## config.mk

```make
export PLATFORM = sky130hd
export DESIGN_NAME = axis_sim_pkt_gen
export DESIGN_NICKNAME = d
export VERILOG_FILES = /design/src/rtl/axis_sim_pkt_gen.sv
export SDC_FILE = /design/constraint.sdc
export NUM_CORES = 1
export LEC_CHECK = 0
export ABC_CLOCK_PERIOD_IN_PS = 7700
export CAP_MARGIN = 10
export CORE_AREA = 3 3 187 189
export CTS_BUF_LIST = sky130_fd_sc_hd__clkbuf_16
export CTS_CLUSTER_DIAMETER = 150
export CTS_CLUSTER_SIZE = 30
export DETAILED_ROUTE_END_ITERATION = 12
export DIE_AREA = 0 0 190 192
export MAX_ROUTING_LAYER = met4
export SLEW_MARGIN = 30
export SYNTH_ARGS = -nofsm -noshare
export SYNTH_HDL_FRONTEND = slang
export SYNTH_SLANG_ARGS = --single-unit
export TNS_END_PERCENT = 20
```

## constraint.sdc

```tcl
create_clock -name axis_aclk -period 7.7 [get_ports axis_aclk]
set_input_delay 1.54 -clock axis_aclk [delete_from_list [all_inputs] [get_ports axis_aclk]]
set_output_delay 1.54 -clock axis_aclk [all_outputs]
set_load 0.02 [all_outputs]
```

## src/rtl/axis_sim_pkt_gen.sv

```systemverilog
// AXI4-Stream packet stimulus generator: emits fixed-length packets with a payload that a
// checker can predict from packet index and length, plus NetFPGA SUME style TUSER metadata.
module axis_sim_pkt_gen #(
    parameter int unsigned C_M_AXIS_DATA_WIDTH  = 256,
    parameter int unsigned C_M_AXIS_TUSER_WIDTH = 128,
    parameter logic [7:0]  SRC_PORT             = 8'h01,
    parameter int unsigned MIN_PKT_LEN          = 60
) (
    input  logic                                 axis_aclk,
    input  logic                                 axis_resetn,
    input  logic                                 start,
    input  logic                                 stop,
    input  logic [15:0]                          pkt_len,
    input  logic [15:0]                          num_pkts,
    input  logic [7:0]                           ifg,
    output logic [C_M_AXIS_DATA_WIDTH-1:0]       m_axis_tdata,
    output logic [C_M_AXIS_DATA_WIDTH/8-1:0]     m_axis_tkeep,
    output logic [C_M_AXIS_TUSER_WIDTH-1:0]      m_axis_tuser,
    output logic                                 m_axis_tvalid,
    input  logic                                 m_axis_tready,
    output logic                                 m_axis_tlast,
    output logic                                 busy,
    output logic                                 done,
    output logic [15:0]                          pkt_cnt
);

    localparam int unsigned BeatBytes = C_M_AXIS_DATA_WIDTH / 8;
    localparam int unsigned BeatShift = $clog2(BeatBytes);
    localparam int unsigned BeatW     = 17 - BeatShift;

    typedef enum logic [1:0] {StIdle, StSend, StGap, StDone} state_e;

    state_e             state_q, state_d;
    logic [15:0]        len_q, len_d;
    logic [15:0]        num_q, num_d;
    logic [7:0]         ifg_q, ifg_d;
    logic [7:0]         gap_q, gap_d;
    logic [BeatW-1:0]   beat_q, beat_d;
    logic [15:0]        pkt_q, pkt_d;
    logic               stop_q, stop_d;

    logic [15:0]        len_clamp;
    logic [16:0]        beats_m1;
    logic               is_last;
    logic               sending;
    logic               accept;
    logic [15:0]        pkt_inc;
    logic [16:0]        off_base;

    assign len_clamp = (pkt_len < 16'(MIN_PKT_LEN)) ? 16'(MIN_PKT_LEN) : pkt_len;
    // 17-bit ceil division so a 65535-byte packet still yields 2048 beats
    assign beats_m1  = (({1'b0, len_q} + 17'(BeatBytes - 1)) >> BeatShift) - 17'd1;
    assign is_last   = (beats_m1 == 17'(beat_q));
    assign sending   = (state_q == StSend);
    assign accept    = sending & m_axis_tready;
    assign pkt_inc   = pkt_q + 16'd1;
    assign off_base  = {beat_q, {BeatShift{1'b0}}};

    always_ff @(posedge axis_aclk or negedge axis_resetn) begin
        if (!axis_resetn) begin
            state_q <= StIdle;
            len_q   <= '0;
            num_q   <= '0;
            ifg_q   <= '0;
            gap_q   <= '0;
            beat_q  <= '0;
            pkt_q   <= '0;
            stop_q  <= 1'b0;
        end else begin
            state_q <= state_d;
            len_q   <= len_d;
            num_q   <= num_d;
            ifg_q   <= ifg_d;
            gap_q   <= gap_d;
            beat_q  <= beat_d;
            pkt_q   <= pkt_d;
            stop_q  <= stop_d;
        end
    end

    always_comb begin
        state_d = state_q;
        len_d   = len_q;
        num_d   = num_q;
        ifg_d   = ifg_q;
        gap_d   = gap_q;
        beat_d  = beat_q;
        pkt_d   = pkt_q;
        stop_d  = stop_q;
        unique case (state_q)
            StIdle, StDone: begin
                if (start) begin
                    len_d   = len_clamp;
                    num_d   = num_pkts;
                    ifg_d   = ifg;
                    beat_d  = '0;
                    pkt_d   = '0;
                    stop_d  = 1'b0;
                    state_d = StSend;
                end
            end
            StSend: begin
                // stop is remembered so the packet in flight always completes
                stop_d = stop_q | stop;
                if (accept) begin
                    if (is_last) begin
                        beat_d = '0;
                        pkt_d  = pkt_inc;
                        if (((num_q != 16'd0) && (pkt_inc == num_q)) || stop_q || stop) begin
                            state_d = StDone;
                        end else if (ifg_q != 8'd0) begin
                            gap_d   = ifg_q - 8'd1;
                            state_d = StGap;
                        end else begin
                            state_d = StSend;
                        end
                    end else begin
                        beat_d = beat_q + BeatW'(1);
                    end
                end
            end
            StGap: begin
                stop_d = stop_q | stop;
                if (gap_q == 8'd0) begin
                    state_d = (stop_q || stop) ? StDone : StSend;
                end else begin
                    gap_d = gap_q - 8'd1;
                end
            end
            default: state_d = StIdle;
        endcase
    end

    always_comb begin
        m_axis_tdata = '0;
        for (int i = 0; i < int'(BeatBytes); i++) begin
            logic [16:0] off;
            off = off_base + 17'(i);
            if (sending && (off < {1'b0, len_q})) begin
                m_axis_tdata[8*i +: 8] = pkt_q[7:0] + off[7:0];
            end
        end
    end

    always_comb begin
        m_axis_tkeep = '0;
        m_axis_tuser = '0;
        if (sending) begin
            m_axis_tkeep = '1;
            if (is_last && (len_q[BeatShift-1:0] != '0)) begin
                m_axis_tkeep = ~({(BeatBytes){1'b1}} << len_q[BeatShift-1:0]);
            end
            m_axis_tuser[15:0]  = len_q;
            m_axis_tuser[23:16] = SRC_PORT;
        end
    end

    assign m_axis_tvalid = sending;
    assign m_axis_tlast  = sending & is_last;
    assign busy          = (state_q == StSend) || (state_q == StGap);
    assign done          = (state_q == StDone);
    assign pkt_cnt       = pkt_q;

endmodule

```

==> qor.txt <==
Crit end category - output pin
Via count - 12100
Worst-path clk slew - 0.07 ns
Final period util - 88.7%
Die X - 190 µm
Final setup viols - 0
Initial Util - 31.4%
RSZ-0062 raised after global routing - no
Vias in the first global route - 11100
Iteration-0 DRC Markers - 1242
Top cells by area, synth - dfrtp_1 (19%), nor2_1 (10%), xnor2_1 (8.3%)
Worst Path Arrival - 5.29 ns
Worst VDD drop - 225 µV
Status - completed
Layout Nets - 1918
Gpl congestion - 0.941
Clock Latency Late Sink - 0.35 ns
Grt ovf - 0
Most common cell in the netlist - nor2_1
CP max FO - 19
Largest net degree at the start of global routing - 80
Placed cells - 2269
Slew Viols, Final - 0
Power per cell area - 428 nW/µm²
Row count - 67
Number of synthesized flops with an enable pin - 0
Die area - 36500 µm²
Async set-or-reset flop fraction in the synthesized netlist - 100%
Worst setup SP type - flip-flop
DR DRC count - 0
Hold Path Cell Cnt - 2
Worst Clk Skew - 0.0100 ns
Power Total - 0.00617 W
First-pass GRT wire length - 73000 µm
CTS tree - done
Pleak - 5.85 nW
Total wire length - 51100 µm
Distinct cell type count after synthesis - 82
Slew HR - 32.3%
WL/cell - 22.4 µm
Die Y - 192 µm
Buffers added on ports - 369
DR vias/cell - 5.28
Post-route minimum period - 6.83 ns
Max-cap violations - 0
Required @ worst endpoint - 6.16 ns
Post-DP HPWL - 39300 µm
Clock Sinks - 79
Fmax - 146 MHz
Yosys top cell area share - 18.8%
Core area - 33400 µm²
H-tree depth - 3
Ys Warns - 0
Post-CTS Setup Bufs - 0
Antenna-violating nets left - 0
Slew @ Worst Pin - 1.01 ns
Root buffer cell - clkbuf_16
Gr usage total - 27.1%
Worst hold path class - reg2reg
Antenna violations before repair - 0
Antenna fix cells - 0
Mapped Cells - 1533
Critical path class - reg2out
Final hold vios - 0
# fillers - 3481
Sequential area share after synthesis - 18.8%
Final std cells w/o fill - 2285
TNS Setup - 0 ns
Hold buffer count at CTS - 0
CTS Buf Count - 9
Cell Area, Synth - 10500 µm²
R2r setup slk - 2.84 ns
Resized Gates After CTS - 0
Cell taking the most area after synthesis - dfrtp_1
Reg2Reg Depth - 13
Area grow syn2layout - 37.4%
#FFs+latches synth - 79
Top cells by count, synth - nor2_1 (279), nand2_1 (185), buf_4 (114)
Clk buf depth - 2
Top FF cell, synth - dfrtp_1
Syn Area/Cell - 6.85 µm²
DRT Pass-1 Iters - 5
Share of post-route cells with drive strength above 1 - 4.08%
IO Pins - 481
final cells by class:
class,instances,area (µm²),share of cell area [%]
flip-flops and latches,79,1980,13.7
repair buffers,388,3840,26.6
well taps,448,561,3.89
clock inverters,7,73.8,0.512
multi-input cells,1302,7550,52.4
inverters,52,195,1.35
clock buffers,9,225,1.56
registers in the layout, indices dropped and copies added (netlist names):
register	count
gap_q	8
stop_q	1
state_q	2
ifg_q	8
beat_q	12
num_q	16
pkt_cnt	16
len_q	16
power breakdown:
group,switching (W),internal (W)
Combinational,0.00308,0.00185
Clock,0.000193,0.000253
Sequential,0.000248,0.000549
routing by layer:
| layer | GRT usage, % | vias to the layer above | share of wire [%] |
|---|---|---|---|
| met3 | 3.21 | 79 | 6.8 |
| met5 | - | - | 0 |
| met2 | 42.3 | 602 | 46 |
| met4 | 8.56 | 0 | 2.8 |
| li1 | - | 5549 | - |
| met1 | 36.8 | 5845 | 44 |
critical path: stages, from the launching register on:
cell and delay [ns]:
dfrtp_1 0.59, or3_1 0.62, nor2_1 0.40, nand2_1 0.09, nand2_1 0.09, ha_1 0.43
nand2_1 0.09, nor3_1 0.25, xnor2_1 0.16, a211oi_1 0.09, nor4_2 0.35, nand2_1 0.32
o21ai_2 0.58, o311ai_0 0.26, clkdlybuf4s50_1 0.60
cell usage in the layout (no fill, tap or decap), drive strengths merged, types with 7 or more instances in the layout:
cell type        n
and2            14
nand2          186
clkbuf           9
conb           111
o311ai           9
nor3            39
a21oi           65
o31ai            7
dfrtp           79
nand3           37
o21ai           89
a31oi           35
a21o            19
nor2b           25
xor2            69
ha              39
a22o            11
inv             51
clkdlybuf4s50  368
nand4           14
buf             20
nor4            20
or3             14
o211ai           7
nor2           280
xnor2           99
and3            16
through the flow:
step | hold slack, ns | util [%] | area (µm²) | setup WS, ns
2_1_floorplan | 0.468 | - | 10900 | 2.57
3_3_place_gp | 0.501 | 42.2 | 14100 | 1.41
3_5_place_dp | 0.510 | 42.2 | 14100 | 1.29
4_1_cts | 0.527 | 43.1 | 14400 | 0.898
5_1_grt | 0.564 | 43.1 | 14400 | 0.530
6_report | 0.514 | 43.1 | 14400 | 0.873
final timing paths:
kind / start / end
max: len_q[1] / m_axis_tkeep[11]
min: ifg_q[1] / ifg_q[1]
max reg2reg: len_q[1] / pkt_cnt[0]
min reg2reg: ifg_q[1] / ifg_q[1]
max in group asynchronous: axis_resetn / num_q[4]
min in group asynchronous: axis_resetn / gap_q[7]
logic make-up after synthesis:
kind of cell,Yosys count,share of synthesized area [%]
mux,11,1.14
fa+ha+maj,41,5.03
other cells,1,0.0357
compound gates,295,18.1
flops,79,18.8
simple gates,676,29.3
xor+xnor,168,14.0
buf+inv,262,13.6
No activity file was read; power rests on OpenSTA's default activity.
